### src/rtl/seq_frame_tx.sv
`default_nettype none
// ============================================================================
// Module   : seq_frame_tx
// Brief    : Serial frame transmitter: sync preamble, MSB-first payload, idle gap.
// Revision : 1.0 - initial release
// ============================================================================
module seq_frame_tx #(
  parameter int               PAT_W   = 4,
  parameter logic [PAT_W-1:0] PATTERN = 4'b1011,
  parameter int               DATA_W  = 8,
  parameter int               GAP     = 2
) (
  input  logic              clk,
  input  logic              reset,
  input  logic              in_valid,
  input  logic [DATA_W-1:0] in_data,
  output logic              in_ready,
  output logic              x,
  output logic              tx_active,
  output logic              done,
  output logic [7:0]        frame_cnt
);

  localparam int c_max_a   = (PAT_W > DATA_W) ? PAT_W : DATA_W;
  localparam int c_max_b   = (c_max_a > GAP) ? c_max_a : GAP;
  localparam int c_max_len = (c_max_b > 1) ? c_max_b : 1;
  localparam int c_cnt_w   = (c_max_len <= 1) ? 1 : $clog2(c_max_len);

  localparam logic [c_cnt_w-1:0] c_pre_ld  = c_cnt_w'(PAT_W - 1);
  localparam logic [c_cnt_w-1:0] c_data_ld = c_cnt_w'(DATA_W - 1);
  localparam logic [c_cnt_w-1:0] c_gap_ld  = c_cnt_w'((GAP > 0) ? GAP - 1 : 0);

  typedef enum logic [1:0] {
    ST_IDLE = 2'd0,
    ST_PRE  = 2'd1,
    ST_DATA = 2'd2,
    ST_GAPS = 2'd3
  } state_t;

  state_t              r_state;
  logic [c_cnt_w-1:0]  r_cnt;
  logic [DATA_W-1:0]   r_sh;
  logic [PAT_W-1:0]    r_pre;

  assign in_ready = (r_state == ST_IDLE);

  // x always holds the bit of the current cycle, so each branch loads the
  // bit that belongs to the cycle following the edge.
  always_ff @(posedge clk or posedge reset) begin
    if (reset) begin
      r_state   <= ST_IDLE;
      r_cnt     <= '0;
      r_sh      <= '0;
      r_pre     <= '0;
      x         <= 1'b0;
      tx_active <= 1'b0;
      done      <= 1'b0;
      frame_cnt <= 8'd0;
    end else begin
      done <= 1'b0;
      case (r_state)
        ST_IDLE: begin
          if (in_valid) begin
            r_sh      <= in_data;
            r_pre     <= PATTERN << 1;
            r_cnt     <= c_pre_ld;
            x         <= PATTERN[PAT_W-1];
            tx_active <= 1'b1;
            r_state   <= ST_PRE;
          end
        end
        ST_PRE: begin
          if (r_cnt == '0) begin
            r_cnt   <= c_data_ld;
            x       <= r_sh[DATA_W-1];
            r_sh    <= r_sh << 1;
            r_state <= ST_DATA;
          end else begin
            r_cnt <= r_cnt - 1'b1;
            x     <= r_pre[PAT_W-1];
            r_pre <= r_pre << 1;
          end
        end
        ST_DATA: begin
          if (r_cnt == '0) begin
            done      <= 1'b1;
            frame_cnt <= frame_cnt + 8'd1;
            x         <= 1'b0;
            if (GAP > 0) begin
              r_cnt   <= c_gap_ld;
              r_state <= ST_GAPS;
            end else begin
              tx_active <= 1'b0;
              r_state   <= ST_IDLE;
            end
          end else begin
            r_cnt <= r_cnt - 1'b1;
            x     <= r_sh[DATA_W-1];
            r_sh  <= r_sh << 1;
          end
        end
        ST_GAPS: begin
          x <= 1'b0;
          if (r_cnt == '0) begin
            tx_active <= 1'b0;
            r_state   <= ST_IDLE;
          end else begin
            r_cnt <= r_cnt - 1'b1;
          end
        end
        default: begin
          x         <= 1'b0;
          tx_active <= 1'b0;
          r_state   <= ST_IDLE;
        end
      endcase
    end
  end

endmodule
`default_nettype wire

### config.mk
export PLATFORM = sky130hd
export DESIGN_NAME = seq_frame_tx
export DESIGN_NICKNAME = d
export VERILOG_FILES = /design/src/rtl/seq_frame_tx.sv
export SDC_FILE = /design/constraint.sdc
export NUM_CORES = 1
export LEC_CHECK = 0
export ABC_AREA = 1
export CAP_MARGIN = 20
export CORE_UTILIZATION = 57
export DETAILED_ROUTE_END_ITERATION = 10
export PLACE_DENSITY = 0.95
export REMOVE_ABC_BUFFERS = 1
export SLEW_MARGIN = 20
export SYNTH_ARGS = -nofsm -noshare
export SYNTH_HDL_FRONTEND = slang
export SYNTH_SLANG_ARGS = --single-unit
### constraint.sdc
create_clock -name clk -period 4.45 [get_ports clk]
set_clock_uncertainty 0.15 [all_clocks]
set_input_delay 0.6675 -clock clk [delete_from_list [all_inputs] [get_ports clk]]
set_output_delay 0.6675 -clock clk [all_outputs]
set_load 0.05 [all_outputs]
==> results of run 1 <==
==> report_power, final <==
| group | internal, uW | switching, uW |
|---|---|---|
| combinational | 258 | 513 |
| clock | 34.5 | 78.9 |
| sequential | 341 | 64.6 |
| total | 634 | 656 |
==> cell type report <==
cell class                 instances  area, sq um
clock buffer                       3        22.52
clock inverter                     1        7.507
fill                             198        695.7
inverter                          26        100.1
multi-input combinational        140        703.2
sequential                        27        675.6
tap                               30        37.54
timing repair buffer              23        235.2
==> registers in the layout (all words and copies together) (netlist names) <==
name       flops
r_state        2
x              1
done           1
frame_cnt      8
r_cnt          3
r_pre          3
r_sh           8
tx_active      1
==> critical path, stage by stage (launching register included) <==
cell and delay, ns:
dfrtp_1 0.47, inv_1 0.14, ha_1 0.25, clkdlybuf4s50_1 0.82
==> metal layers <==
metal	global-route usage	wire length, um	vias up
met1	0.2944	1303	586
met2	0.4219	1432	31
met3	0.05172	106	4
met5	0	0	-
li1	-	-	651
met4	0.06579	31	0
==> stage by stage <==
step                      total power [uW]  hold slack [ns]
final                                 1290           0.3404
after global routing                  1417           0.3872
after CTS                             1290           0.3445
after detailed placement              1175           0.3088
after global placement                1139           0.3054
after floorplan                      984.9           0.2922
==> worst max path at each step <==
| stage | endpoint | from | slack (ns) |
|---|---|---|---|
| after floorplan | r_pre[1] | r_state[0] | 2.58 |
| after global placement | in_ready | r_state[0] | 2.09 |
| after detailed placement | in_ready | r_state[0] | 2.00 |
| after CTS | in_ready | r_state[0] | 1.61 |
| after global routing | in_ready | r_state[1] | 1.50 |
| final | in_ready | r_state[0] | 1.61 |
==> cells in the final DEF (no fill, tap or decap), drive strengths merged <==
cell	n
clkdlybuf4s50	22
clkinvlp	1
nand3	10
a21oi	2
o211ai	1
clkbuf	3
nor2	11
nand2	87
o21ai	13
xor2	2
ha	9
inv	24
xnor2	3
nand4	2
clkinv	2
buf	1
dfrtp	27
==> cells by family after synthesis <==
| kind of cell | Yosys count |
|---|---|
| xor gates and xnor gates | 5 |
| DFF | 27 |
| adders and majority gates | 9 |
| AOI/OAI and AO/OA | 16 |
| and+or+nand+nor | 110 |
| buffers and inverters | 27 |
==> results.yml, run 1 <==
run_status:
  status: "finished clean"
cts:
  clock_latency_ns: 0.34
  path_clk_slew_ns: 0.15
  root_buffer: "clkbuf_4"
  cts_tree: "done"
  tritoncts.num_buffers: 3
  cts_setup_buffers: 0
  cts_buffer_depth: 2
  cts_resized: 0
  htree_num_levels: 1
  holdBufCountCts: 0
  cts.sinks: 27
layout:
  fin_nets: 241
  final_area_sq_um: 1782
  post-route-util: 0.7192
  final_cells: 250
  diodes: 0
  area_growth_pct: 19.87
  drive_above_1_share: 0.06364
place:
  dp.cells: 245
  io_buffers: 22
  gp_congestion: 0.8229
  dp_slack_ns: 2.004
  dp_hpwl_um: 2071
  placed_cell_area_sq_um: 1737
synthesis:
  synth_top_area_cell: "dfrtp_1"
  synth_most_common_cell: "nand2_1"
  synth_compound_area_frac: 0.05556
  synth_ff_type: "dfrtp_1"
  synth_area_per_cell_sq_um: 7.662
  synth_fa_ha_area_frac: 0.07576
  synth_top_area_frac: 0.4545
  synthMuxAreaShare: 0
  synthSimpleGateAreaFrac: 0.3123
  ys_types: 20
  synth_commonest_cells: "84 x nand2_1, 27 x dfrtp_1, 23 x inv_1"
  yosysSeqAreaShare: 0.4545
  yosys_warnings: 0
  synth_area_sq_um: 1486
  synth_area_leaders: "dfrtp_1 45%, nand2_1 21%, ha_1 7.6%, inv_1 5.8%, o21ai_0 4.4%"
  synth_top_family_by_area: "simple AND/OR/NAND/NOR gates"
  synth_edf_count: 0
  synth_xor_area_frac: 0.02946
  ys_ff_latch: 27
  synth_async_sr_flop_share: 1.000
  synth_cells: 194
sta:
  fin_ws_ns: 1.609
  rsz0062_at_grt: "false"
  finalCriticalPeriod_ns: 2.841
  max_slew_margin: 0.6476
  finalHoldViolations: 0
  period_share: 0.6385
  clock.fmax_ghz: 0.3519
  maxSlewViolCount: 0
  setup_viol: 0
  setup_tns_ns: 0
  tightest_slew_ns: 0.5253
die:
  pin_count: 23
  start_util: 0.6000
  row_count: 18
  die_x_um: 53.07
  die_y_um: 53.07
  coreArea_sq_um: 2477
  fp.dieArea_sq_um: 2816
routing:
  route.detailed.drc: 0
  drtIter0Drc: 22
  num_vias: 1272
  ant_nets: 0
  post_drt_wl_per_cell_um: 11.49
  dr.pass1.iters: 4
  totalWireLength_um: 2873
  via_per_inst: 5.088
worst_setup_path:
  critPathCaptureType: "output pin"
  r2r_slack_ns: 2.50
  cp-start-kind: "flip-flop"
  reg2reg_depth: 6
  arrival_ns: 2.02
  regToRegStartpoint: "r_state[1]"
  cp.required_ns: 3.63
  worstPathMaxFanout: 5
  crit_type: "reg -> out"
  r2r_end: "r_pre[1]"
power:
  powerDensity_nw_per_um2: 724.2
  irDropWorstVdd_mv: 0.4813
  leakage_uw: 0.0009558
global_route:
  grt_pass1_wl_um: 4726
  grt_usage: 0.2402
  grt_overflow: 0
  first_global_vias: 1136
  antenna_found_initial: 0
  grt_max_degree: 28
hold_path:
  hold_end: "r_sh[4]"
  worstHoldPathCells: 2
  hp-class: "reg -> reg"
  worstHoldStart: "r_sh[4]"
flow_run:
  cap_viol_max_count: 0
Note: power is estimated with default switching activity, not from simulation.
==> run 2, diff against run 1 <==
- CORE_UTILIZATION: 57 -> 53
- PLACE_DENSITY: 0.95 -> 0.9
- clock period: 4.45 -> 2.66 ns (I/O delays scaled with it)
==> run 2 against run 1 <==
Effect of this change: non-clock buffer count did not move; hold slack got worse by 0.082 ns; sequential share of layout area is 0.24 points higher.
==> results.yml, run 2 (synthesis gave the netlist of run 1 again) <==
worst_setup_path:
  cp.required_ns: 2.11
  critPathCaptureType: "output pin"
  critPathBufInv: 2
  critical-path-slowest-cell: "clkdlybuf4s50_1"
  crit_cells: 3
  arrival_ns: 1.97
  crit_start: "r_state[0]"
  critPathTopFamily: "buffers and inverters"
  cp-start-kind: "flip-flop"
  cp-endpoint: "in_ready"
  reg2reg_depth: 6
  r2r_slack_ns: 0.74
  path_cells: "inv_1, ha_1, clkdlybuf4s50_1"
  r2r_end: "r_pre[2]"
  max_stage_delay_ns: 0.83
  regToRegStartpoint: "r_state[1]"
  worstPathMaxFanout: 5
  crit_type: "reg -> out"
routing:
  wl_met3_um: 77
  ant_nets: 0
  top_layer: "met4"
  totalWireLength_um: 2696
  route.detailed.drc: 0
  met1_length_um: 1329
  via_per_inst: 4.944
  num_vias: 1236
  wl_met2_um: 1275
  dr.pass1.iters: 4
  drtIter0Drc: 21
  post_drt_wl_per_cell_um: 10.78
sta:
  tightest_slew_ns: 0.5222
  maxSlewViolCount: 0
  finalHoldViolations: 0
  hold_ws_ns: 0.2588
  rsz0062_at_grt: "false"
  clock.fmax_ghz: 0.3967
  finalCriticalPeriod_ns: 2.520
  max_slew_margin: 0.6504
  setup_tns_ns: 0
  period_share: 0.9476
  setup_viol: 0
  fin_ws_ns: 0.1395
cts:
  cts_tree: "done"
  path_clk_slew_ns: 0.14
  root_buffer: "clkbuf_4"
  tritoncts.num_buffers: 3
  cts_setup_buffers: 0
  htree_num_levels: 1
  cts_resized: 0
  clock_latency_ns: 0.32
  cts_buffer_depth: 2
  holdBufCountCts: 0
  cts.sinks: 27
layout:
  seq_area_sq_um: 675.6
  area_growth_pct: 19.11
  final_area_sq_um: 1770
  nFillCells: 233
  top_regs: "frame_cnt: 8 flops, r_sh: 8 flops"
  multi_input_area_sq_um: 703.2
  diodes: 0
  mostFrequentLayoutCell: "nand2_1"
  drive_above_1_share: 0.05909
  final_cell_mix: "84 x nand2_1, 27 x dfrtp_1, 23 x inv_1"
  fin_nets: 241
power:
  internal_power_uw: 1062
  irDropWorstVdd_mv: 0.8348
  p_sw_frac: 0.5012
  seq_power_share: 0.317
  leakage_uw: 0.0009580
  clock_power_share: 0.081
  switching_power_uw: 1067
  powerDensity_nw_per_um2: 1202
  p_comb_frac: 0.602
global_route:
  grt_max_degree: 28
  grt_pass1_wl_um: 4581
  antenna_found_initial: 0
  grt_usage: 0.2143
  first_global_vias: 1113
  grt_overflow: 0
place:
  gp_congestion: 0.7786
  placed_cell_area_sq_um: 1744
  io_buffers: 22
  dp_hpwl_um: 2032
  dp_slack_ns: 0.5010
run_status:
  status: "finished clean"
hold_path:
  hp-class: "in -> async"
die:
  fp.dieArea_sq_um: 3021
  pin_count: 23
  die_x_um: 54.96
  row_count: 18
  start_util: 0.5789
  die_y_um: 54.96
  coreArea_sq_um: 2567
flow_run:
  cap_viol_max_count: 0
[run 2: changes by cell type in the layout (fill, tap and decap cells not counted)]
cell        before  now
buf_4            0    1
buf_8            1    0
clkbuf_1         0    1
clkinv_1         2    1
clkinvlp_4       1    0
inv_1           22   23
[run 2: worst reg2reg max path, delay by kind of cell, from the launching register on]
kind / cells / cell delay [ns]
compound gates: 2 / 0.42
flops: 1 / 0.45
simple gates: 2 / 0.34
buf+inv: 1 / 0.12
fa+ha+maj: 1 / 0.37
[run 2: through the flow]
stage | utilization | cells | power (uW)
final | 0.6896 | 250 | 2129
after global routing | 0.6896 | 250 | 2356
after global placement | 0.6793 | 246 | 1913
after CTS | 0.6896 | 250 | 2139
after floorplan | - | 193 | 1648
after detailed placement | 0.6793 | 246 | 1967
[run 2: final cells by class]
type,instances,share of cell area
multi-input cells,140,0.3972
flip-flops and latches,27,0.3816
repair buffers,23,0.1286
inverters,26,0.05654
well taps,30,0.02120
clock buffers,4,0.01484
[run 2: power groups by stage]
stage | clock network [uW] | registers (uW) | logic (uW)
after CTS | 176 | 677 | 1290
after floorplan | 0 | 786 | 862
after detailed placement | 0 | 683 | 1280
final | 173 | 675 | 1280
after global routing | 192 | 699 | 1470
after global placement | 0 | 673 | 1240
[run 2: how the worst min path moves through the flow]
stage                        from      endpoint  slack [ns]  cells past startpoint
final                       reset  frame_cnt[4]        0.26                      3
after global routing        reset       r_sh[0]        0.32                      3
after CTS                   reset  frame_cnt[4]        0.27                      3
after detailed placement  r_sh[5]       r_sh[5]        0.31                      2
after global placement    r_sh[4]       r_sh[4]        0.30                      2
after floorplan           r_sh[7]       r_sh[7]        0.29                      2
[run 2: layer usage]
layer  vias to the layer above  track usage
li1                        651            -
met1                       561       0.2832
met2                        22       0.3675
met3                         2      0.02459
met4                         0      0.06667
met5                         -            0
==> run 3, diff against run 2 <==
- CORE_ASPECT_RATIO: unset -> 1.75
- SLEW_MARGIN: 20 -> unset
==> run 3 against run 2 <==
Effect of this change: total power grew 3.1%; sequential cell count is the same; die area grew 0.26%; final cell count shrank 1.2%; core utilization shrank 2.4 points; fmax grew 2.8%; first-iteration DRC count grew 140%; critical path depth is the same; register-to-register slack gained 0.06 ns; non-clock buffer count is the same; worst setup slack gained 0.068 ns.
==> results.yml, run 3 (synthesis gave the netlist of run 1 again) <==
cts:
  clock_latency_ns: 0.27
  root_buffer: "clkbuf_8"
  holdBufCountCts: 0
  cts_setup_buffers: 0
  cts_tree: "done"
  cts_resized: 0
  tritoncts.num_buffers: 3
  path_clk_slew_ns: 0.09
  cts.sinks: 27
  cts_buffer_depth: 2
  htree_num_levels: 1
worst_setup_path:
  critical-path-slowest-cell: "clkdlybuf4s50_1"
  critPathCaptureType: "output pin"
  crit_type: "reg -> out"
  max_stage_delay_ns: 0.83
  cp-start-kind: "flip-flop"
  arrival_ns: 1.90
  critPathTopFamily: "buffers and inverters"
  path_cells: "inv_1, ha_1, clkdlybuf4s50_1"
  worstPathMaxFanout: 5
  critPathBufInv: 2
  cp.required_ns: 2.11
routing:
  route.detailed.drc: 0
  post_drt_wl_per_cell_um: 11.44
  num_vias: 1256
  ant_nets: 0
  totalWireLength_um: 2826
  via_per_inst: 5.085
  dr.pass1.iters: 4
  drtIter0Drc: 51
layout:
  final_cell_mix: "84 x nand2_1, 27 x dfrtp_1, 23 x inv_1"
  drive_above_1_share: 0.06364
  area_growth_pct: 20.37
  fin_nets: 241
  top_regs: "frame_cnt: 8 flops, r_sh: 8 flops"
  mostFrequentLayoutCell: "nand2_1"
  diodes: 0
  final_cells: 247
die:
  die_y_um: 72.06
  coreArea_sq_um: 2690
  fp.dieArea_sq_um: 3028
  pin_count: 23
  die_x_um: 42.03
  row_count: 25
  start_util: 0.5526
flow_run:
  cap_viol_max_count: 0
power:
  switching_power_uw: 1087
  internal_power_uw: 1108
  total_power_uw: 2195
  clock_power_share: 0.108
  p_comb_frac: 0.584
  leakage_uw: 0.0009648
  powerDensity_nw_per_um2: 1227
  p_sw_frac: 0.4951
  irDropWorstVdd_mv: 0.7572
  seq_power_share: 0.308
sta:
  rsz0062_at_grt: "false"
  maxSlewViolCount: 0
  clock.fmax_ghz: 0.4078
  finalHoldViolations: 0
  finalCriticalPeriod_ns: 2.452
  max_slew_margin: 0.6607
  setup_viol: 0
  period_share: 0.9219
  tightest_slew_ns: 0.5073
  setup_tns_ns: 0
run_status:
  status: "finished clean"
place:
  io_buffers: 22
  dp_hpwl_um: 2197
  gp_congestion: 0.8991
  dp.cells: 243
global_route:
  grt_usage: 0.2095
  grt_pass1_wl_um: 4899
  grt_overflow: 0
  antenna_found_initial: 0
  grt_max_degree: 28
  first_global_vias: 1242
hold_path:
  hp-class: "in -> async"
[run 3: path summary, 6_finish.rpt]
check	from	to	slack [ns]	cells past startpoint
min in group clk	r_sh[3]	r_sh[3]	0.33	2
min	reset	x	0.33	3
min reg2reg	r_sh[3]	r_sh[3]	0.33	2
max reg2reg	r_state[0]	r_sh[6]	0.80	7
max in group asynchronous	reset	r_cnt[2]	1.77	3
max	r_state[0]	in_ready	0.21	3
[run 3: worst min-delay path: cells and delay by family]
kind                   cells  cell delay [ns]
buffers and inverters      3             0.76
[run 3: through the flow]
| step | setup WS (ns) | hold WS (ns) | area, sq um | utilization |
|---|---|---|---|---|
| after floorplan | 0.7897 | 0.2922 | 1479 | - |
| after global placement | 0.5663 | 0.3035 | 1740 | 0.6470 |
| after detailed placement | 0.5068 | 0.3085 | 1740 | 0.6470 |
| after CTS | 0.2011 | 0.3308 | 1789 | 0.6651 |
| after global routing | 0.1412 | 0.3571 | 1789 | 0.6651 |
| final | 0.2077 | 0.3268 | 1789 | 0.6651 |
[run 3: area by class of cell]
| type | instances | area, sq um |
|---|---|---|
| inverters | 26 | 100.1 |
| multi-input cells | 140 | 703.2 |
| clock buffers | 3 | 41.29 |
| clock inverters | 1 | 7.507 |
| well taps | 27 | 33.78 |
| repair buffers | 23 | 227.7 |
| fillers | 229 | 900.9 |
| flip-flops and latches | 27 | 675.6 |
[run 3: power groups by stage]
stage | logic, uW | registers [uW] | clock network, uW
after floorplan | 862 | 786 | 0
after global placement | 1240 | 678 | 0
after detailed placement | 1290 | 684 | 0
after CTS | 1290 | 676 | 241
after global routing | 1460 | 695 | 256
final | 1280 | 677 | 236
[run 3: routing by layer]
layer	up-vias	wire length, um	global-route usage
met3	8	40	0.02736
met4	0	75	0.1111
li1	645	-	-
met1	587	1106	0.2109
met5	-	0	0
met2	16	1603	0.4045
